[src/rtl/fifo_pkg.sv]
// Shared constants and FSM encoding for the FIFO read-side consumer.
package fifo_pkg;
  localparam int FIFO_DW    = 3;
  localparam int FIFO_DEPTH = 5;
  // Wide enough to hold a lane count of PACK=8.
  localparam int LANE_W     = 4;

  typedef enum logic [1:0] {
    ST_IDLE = 2'd0,
    ST_POP  = 2'd1,
    ST_CAP  = 2'd2
  } state_e;
endpackage

[src/rtl/fifo_pack_buf.sv]
// Lane assembly buffer with flush handling and a valid/ready output register.
module fifo_pack_buf
  import fifo_pkg::*;
#(
  parameter int DW   = FIFO_DW,
  parameter int PACK = 2
) (
  input  logic                 rclk,
  input  logic                 rst,
  input  logic                 cap_i,
  input  logic [DW-1:0]        cap_data_i,
  input  logic                 busy_i,
  input  logic                 flush_i,
  input  logic                 out_ready_i,
  output logic                 full_o,
  output logic [DW*PACK-1:0]   out_data_o,
  output logic [LANE_W-1:0]    out_lanes_o,
  output logic                 out_valid_o
);
  logic [LANE_W-1:0]  lane_q, lane_d, lane_post;
  logic               flush_pend_q, flush_pend_d;
  logic [DW*PACK-1:0] out_data_q, out_data_d;
  logic [LANE_W-1:0]  out_lanes_q, out_lanes_d;
  logic               out_valid_q, out_valid_d;
  logic [DW*PACK-1:0] packed_post;
  logic               flush_now, complete, can_load, xfer;

  // Lane index as it stands once this cycle's capture (if any) is applied.
  assign lane_post = lane_q + LANE_W'(cap_i);
  assign complete  = (lane_post == LANE_W'(PACK));
  assign flush_now = flush_i | flush_pend_q;
  assign can_load  = !out_valid_q || out_ready_i;
  assign xfer      = can_load && (complete || (flush_now && lane_post != '0));
  assign full_o    = (lane_q == LANE_W'(PACK));

  genvar gi;
  generate
    for (gi = 0; gi < PACK; gi++) begin : g_lane
      logic [DW-1:0] word_q, word_post;

      assign word_post = (cap_i && lane_q == LANE_W'(gi)) ? cap_data_i : word_q;
      assign packed_post[gi*DW +: DW] = word_post;

      always_ff @(posedge rclk) begin
        if (rst || xfer) begin
          word_q <= '0;
        end else begin
          word_q <= word_post;
        end
      end
    end
  endgenerate

  always_comb begin
    lane_d       = lane_post;
    flush_pend_d = 1'b0;
    out_data_d   = out_data_q;
    out_lanes_d  = out_lanes_q;
    out_valid_d  = out_valid_q && !out_ready_i;
    if (xfer) begin
      lane_d      = '0;
      out_data_d  = packed_post;
      out_lanes_d = lane_post;
      out_valid_d = 1'b1;
    end else if (flush_now && (lane_post != '0 || busy_i)) begin
      // Keep the request alive until data exists to emit; a flush with
      // nothing buffered and no pop in flight is dropped.
      flush_pend_d = 1'b1;
    end
  end

  always_ff @(posedge rclk) begin
    if (rst) begin
      lane_q       <= '0;
      flush_pend_q <= 1'b0;
      out_data_q   <= '0;
      out_lanes_q  <= '0;
      out_valid_q  <= 1'b0;
    end else begin
      lane_q       <= lane_d;
      flush_pend_q <= flush_pend_d;
      out_data_q   <= out_data_d;
      out_lanes_q  <= out_lanes_d;
      out_valid_q  <= out_valid_d;
    end
  end

  assign out_data_o  = out_data_q;
  assign out_lanes_o = out_lanes_q;
  assign out_valid_o = out_valid_q;
endmodule

[src/rtl/fifo_reader.sv]
// FIFO read-side consumer: one-at-a-time pop FSM feeding a lane packer.
module fifo_reader
  import fifo_pkg::*;
#(
  parameter int DW   = FIFO_DW,
  parameter int PACK = 2,
  parameter int CW   = 8
) (
  input  logic                rclk,
  input  logic                rst,
  input  logic                empy,
  input  logic [DW-1:0]       datout,
  output logic                rd,
  input  logic                flush,
  output logic [DW*PACK-1:0]  out_data,
  output logic [3:0]          out_lanes,
  output logic                out_valid,
  input  logic                out_ready,
  output logic [CW-1:0]       words_rd
);
  state_e          state_q, state_d;
  logic            rd_q, rd_d;
  logic [CW-1:0]   words_q, words_d;
  logic            cap, busy, buf_full;
  logic [LANE_W-1:0] lanes;

  assign busy = (state_q != ST_IDLE);

  // POP holds rd high for the edge at which the FIFO advances datout;
  // CAP samples the settled data, so empy is only re-read once per pop.
  always_comb begin
    state_d = state_q;
    rd_d    = 1'b0;
    cap     = 1'b0;
    case (state_q)
      ST_IDLE: begin
        if (!empy && !buf_full) begin
          rd_d    = 1'b1;
          state_d = ST_POP;
        end
      end
      ST_POP:  state_d = ST_CAP;
      ST_CAP: begin
        cap     = 1'b1;
        state_d = ST_IDLE;
      end
      default: state_d = ST_IDLE;
    endcase
  end

  assign words_d = words_q + CW'(cap);

  always_ff @(posedge rclk) begin
    if (rst) begin
      state_q <= ST_IDLE;
      rd_q    <= 1'b0;
      words_q <= '0;
    end else begin
      state_q <= state_d;
      rd_q    <= rd_d;
      words_q <= words_d;
    end
  end

  fifo_pack_buf #(
    .DW   (DW),
    .PACK (PACK)
  ) u_pack_buf (
    .rclk        (rclk),
    .rst         (rst),
    .cap_i       (cap),
    .cap_data_i  (datout),
    .busy_i      (busy),
    .flush_i     (flush),
    .out_ready_i (out_ready),
    .full_o      (buf_full),
    .out_data_o  (out_data),
    .out_lanes_o (lanes),
    .out_valid_o (out_valid)
  );

  assign out_lanes = lanes;
  assign rd        = rd_q;
  assign words_rd  = words_q;
endmodule

[config.mk]
export PLATFORM = sky130hd
export DESIGN_NAME = fifo_reader
export DESIGN_NICKNAME = d
export VERILOG_FILES = /design/src/rtl/fifo_pkg.sv /design/src/rtl/fifo_pack_buf.sv /design/src/rtl/fifo_reader.sv
export SDC_FILE = /design/constraint.sdc
export NUM_CORES = 1
export LEC_CHECK = 0
export ABC_AREA = 1
export BUFFER_PORTS_ARGS = -buffer_cell sky130_fd_sc_hd__buf_2
export CAP_MARGIN = 30
export CORE_UTILIZATION = 40
export CTS_BUF_LIST = sky130_fd_sc_hd__clkbuf_8
export DETAILED_ROUTE_END_ITERATION = 8
export PLACE_DENSITY = 0.72
export SLEW_MARGIN = 10
export SYNTH_ARGS = -nofsm -noshare
export SYNTH_HDL_FRONTEND = slang
export SYNTH_HIERARCHICAL = 1
export SYNTH_SLANG_ARGS = --single-unit
[constraint.sdc]
create_clock -name rclk -period 2 [get_ports rclk]
set_input_delay 0.6 -clock rclk [delete_from_list [all_inputs] [get_ports rclk]]
set_output_delay 0.6 -clock rclk [all_outputs]
set_load 0.03 [all_outputs]
# ---- After elaboration in Yosys (flattened, before gate mapping)
# Cells that the tools add are included.
dict set report classes {
  eq_ne 6
  bitwise 2
  n_reduce_logical 21
  n_mux 8
  addsub 2
}
# op n
set op_table {}
lappend op_table {{adder 8 x 1 -> 8 bit} 1}
lappend op_table {{== test 4 x 2 -> 1 bit, second input constant} 2}
lappend op_table {{logical AND 1 bit} 7}
lappend op_table {{two-way mux 3 bit} 2}
lappend op_table {{adder 4 x 1 -> 4 bit} 1}
lappend op_table {{== test 4 x 1 -> 1 bit, second input constant} 1}
lappend op_table {{zero test 1 bit} 4}
lappend op_table {{zero test 4 bit} 1}
lappend op_table {{logical OR 1 bit} 4}
lappend op_table {{two-way mux 1 bit} 4}
lappend op_table {{case mux 2 bit (2 select lines)} 1}
lappend op_table {{nonzero test 4 bit} 1}
lappend op_table {{OR reduction 2 bit} 2}
lappend op_table {{== test 2 x 1 -> 1 bit, second input constant} 1}
lappend op_table {{== test 2 bit, second input constant} 1}
lappend op_table {{zero test 2 bit} 1}
lappend op_table {{two-way mux 2 bit} 1}
lappend op_table {{inequality test 2 bit, second input constant} 1}
lappend op_table {{nonzero test 2 bit} 1}
lappend op_table {{inverter 1 bit} 1}
lappend op_table {{bitwise OR 1 bit} 1}
dict set report word_totals {
  regBits 33
  out_inout_bits 20
  wordCells 49
  in_bits 8
}

# ---- Depth between registers and ports, before layout
dict set report logic_depth {
  ltp_word 8
  ltp_mapped 13
  depth_no_buf 12
}

# ---- By module
# Netlist, hierarchy kept.
# module instances seq_area_each_um2 area_per_inst_um2 cells_per_inst
set modules_own_cells {}
lappend modules_own_cells {fifo_pack_buf 1 440.4 972.2 129}
lappend modules_own_cells {fifo_reader 1 220.2 435.4 58}

# ---- Worst setup path before layout
# OpenSTA, ideal clock, no wires.
dict set report synth_timing {
  kind {flip-flop to flip-flop}
  start {register state_q[1]}
  end {register u_pack_buf.out_lanes_q[1], in the netlist u_pack_buf/out_lanes_o[1]}
  setup_slack_ns 0.293
  path_buffers 1
  synth_period_minus_slack_ns 1.707
  arrival_time_ns 1.592
  required_time_ns 1.885
  stages_incl_launch_ff 12
  setup_time_ns 0.115
  path_cell_list {dfxtp_1 -> inv_1 -> nor2_1 -> ha_1 -> ha_1 -> xnor2_2 -> nand3_1 -> nand2_1 -> nand2_2 -> buf_6 -> a21oi_1 -> nor2_1}
}
dict set report synth_between {
  elab_chain_len 7
  word_cells_on_any_way 8
  cone_classes {add/sub: 1; eq/ne: 2; mux: 1; reduce/logical: 4}
}
# element line
set synth_rtl {}
lappend synth_rtl {{start, declared} fifo_reader.sv:21} ;# state_e state_q, state_d;
lappend synth_rtl {{start signal, assigned} fifo_reader.sv:59} ;# state_q <= state_d;
lappend synth_rtl {{== test 2 bit (*)} fifo_reader.sv:35} ;# case (state_q)
lappend synth_rtl {{two-way mux 1 bit (*)} fifo_reader.sv:35}
lappend synth_rtl {{net cap} fifo_reader.sv:24} ;# logic cap, busy, buf_full;
lappend synth_rtl {{adder 4 x 1 -> 4 bit (*)} fifo_pack_buf.sv:29} ;# assign lane_post = lane_q + LANE_W'(cap_i);
lappend synth_rtl {{nonzero test 4 bit} fifo_pack_buf.sv:33} ;# assign xfer = can_load && (complete || (flush_now && lane_post != '0));
lappend synth_rtl {{logical AND 1 bit} fifo_pack_buf.sv:33}
lappend synth_rtl {{logical OR 1 bit} fifo_pack_buf.sv:33}
lappend synth_rtl {{logical AND 1 bit} fifo_pack_buf.sv:33}
lappend synth_rtl {{end signal, assigned} fifo_pack_buf.sv:83} ;# out_lanes_q <= out_lanes_d;
lappend synth_rtl {{end, declared} fifo_pack_buf.sv:23} ;# logic [LANE_W-1:0] out_lanes_q, out_lanes_d;
# Mark *: on every way through the listed nets, which the timed path passes. The rest lies on a longest branch.
# A chain may end at the register's enable or synchronous reset.

# ---- Worst setup path in the final report
dict set report layout_timing {
  start {register state_q[1]}
  end {register u_pack_buf.out_lanes_q[0], in the netlist u_pack_buf/out_lanes_o[0]}
}
# Same word-level chain as after synthesis.

==> impl_metrics.toml <==
[routing]
wl_mm = 2.56
route.detailed.drc = 0
drtPass1Iterations = 4
post_drt_wl_per_cell_um = 9.61
ant_nets = 0
viasPerCell = 4.48
vias = 1191
drtIter0Drc = 48

[yosys]
netlist_area_mm2 = 0.00141
avgSynthCellArea_um2 = 7.53
ys_ff_latch = 33
syn_inst = 187
async_flop_share_pct = 0
synth_top_area_share_pct = 46.9
ys_types = 21
synth-seq-area-share_pct = 46.9
synth_commonest_cells = "36 x nor2_1, 33 x dfxtp_1, 31 x nand2_1"
synth_area_leaders = "dfxtp_1 47%, nor2_1 9.6%, nand2_1 8.3%"
yosysMostFrequentCell = "nor2_1"
ys_warn_count = 6
synth_edf_count = 0
synth_nets = 199
synth_top_cell_by_area = "dfxtp_1"
ys.flop_type = "dfxtp_1"

[placement]
gp_congestion = 0.823
dpl.hpwl_mm = 1.89
port_buffers = 27
dp_slack_ns = 0.134
placed_area_mm2 = 0.00159

[clock_tree]
cts_made_buffers = 5
clkLatencyLatePin_ns = 0.27
ctsHtreeMaxLevel = 2
cts_tree = "yes"
clkSlewWorstSetupHoldPaths_ns = 0.06
clock-root-buffer = "clkbuf_8"
cts_buffer_depth = 2
post_cts_buffers = 0
clkSinkCount = 33

[floorplanning]
row_count = 21
start_util_pct = 41.9
core_area_mm2 = 0.00336
dieWidth_um = 61.3
pin_count = 28
die_height_um = 61.3
die_area_mm2 = 0.00376

[sta]
tightest_slew_ns = 0.328
clock.fmax_mhz = 539
finalCritPeriodShare_pct = 92.7
hold_slack_ns = 0.424
setup_slack_ns = 0.146
setup_viol = 0
skew_ns = 0.00257
hold_viol_final = 0
max-slew-margin-rel_pct = 77.9
post-route-min-period_ns = 1.85
drv_slew = 0

[worst_setup_path]
crit_arrival_ns = 2.01
crit_type = "register to register"
startpoint_type = "register"
worstPathMaxFanout = 10
end_kind = "register"
worstPathRequired_ns = 2.16
r2r_slack_ns = 0.15

[run_status]
status = "complete, no violations"

[layout]
n_antenna_cell = 0
final_area_mm2 = 0.00169
fin_nets = 232
drive_gt1_share_pct = 25.0
area_growth_pct = 20.1
fillers = 364

[global_route]
grt_pass1_vias = 999
grt_pass1_wl_mm = 4.27
antenna_found_initial = 0
grtUsageTotal_pct = 15.2
gr-total-overflow = 0
grt_max_degree = 12

[pwr]
power_per_cell_area_mw_per_mm2 = 806
irDropWorstVdd_mv = 0.298
p_total_mw = 1.36
leakage_nw = 0.784

[min_path]
hp-class = "register to register"

[job]
max_cap_violations = 0
## cells by family after synthesis
family,after synthesis,share of synthesized area [%]
AO/OA/AOI/OAI,23,8.18
flip-flops,33,46.9
buffers and inverters,28,9.24
adder cells (fa/ha/maj),4,3.56
XOR/XNOR,1,1.16
AND/OR/NAND/NOR,98,30.9
## final timing paths
path              startpoint                   endpoint  depth (start not counted)
setup / recovery  state_q[1]  u_pack_buf/out_lanes_o[0]                         11
hold / removal    state_q[1]                 state_q[1]                          1
setup reg to reg  state_q[1]  u_pack_buf/out_lanes_o[0]                         11
hold reg to reg   state_q[1]                 state_q[1]                          1
## cell usage in the layout, fill, tap and decap left out, types with 5 or more instances in the layout
cell type	Yosys	layout
buf_2	2	27
clkbuf_8	0	6
o21ai_0	9	9
nand3_1	14	14
nor2_2	4	6
nor2_1	36	34
buf_4	0	5
nand2_2	4	5
nand2_1	31	30
dfxtp_1	33	33
a21oi_1	13	12
inv_1	22	23
## final cells by class
cell class              instances  area (um2)  area share, %
flip-flops and latches         33         661           39.1
multi-input cells             126         631           37.3
repair buffers                 32         173           10.2
clock buffers                   6        82.6           4.89
inverters                      22        82.6           4.89
well taps                      46        57.6           3.40
clock inverters                 1        3.75          0.222
## repair_timing
item / 4_1_cts / 5_1_grt
setup endpoints to repair: 0 / 13
hold buffers: 0 / 0
resized for setup: 0 / 5
## worst max-delay path, cell delays in order (launching register included)
cell and delay (ns):
dfxtp_1 0.31, inv_1 0.08, nor2_2 0.04, ha_2 0.19, ha_1 0.20, xnor2_2 0.23, nand3_1 0.16, nand2_2 0.09
nand2_2 0.06, buf_4 0.17, a21oi_1 0.14, nor2_1 0.07
## sequential cells by signal, indices dropped and copies added (netlist names)
| name | flops |
|---|---|
| rd | 1 |
| state_q | 2 |
| u_pack_buf/flush_pend_q | 1 |
| u_pack_buf/g_lane.word_q | 6 |
| u_pack_buf/lane_q | 4 |
| u_pack_buf/out_data_o | 6 |
| u_pack_buf/out_lanes_o | 4 |
| u_pack_buf/out_valid_o | 1 |
| words_rd | 8 |
## power breakdown
group / leakage [nW] / internal, mW / switching [mW]
registers: 0.268 / 0.687 / 0.0133
clock network: 0.0485 / 0.267 / 0.206
logic: 0.468 / 0.0640 / 0.125
## stage by stage
stage	setup TNS (ns)	util [%]	instances
6_report	0	50.3	266
3_5_place_dp	0	47.3	259
3_3_place_gp	0	47.3	259
2_1_floorplan	0	-	187
5_1_grt	-0.0334	50.3	266
4_1_cts	0	49.9	266
## metal layers
metal	GRT usage, %	up-vias	wire length (um)
met3	3.78	4	87
met4	6.82	0	42
li1	-	657	-
met1	21.0	505	1290
met5	0	-	0
met2	22.5	25	1140
No activity file was read; power rests on OpenSTA's default activity.
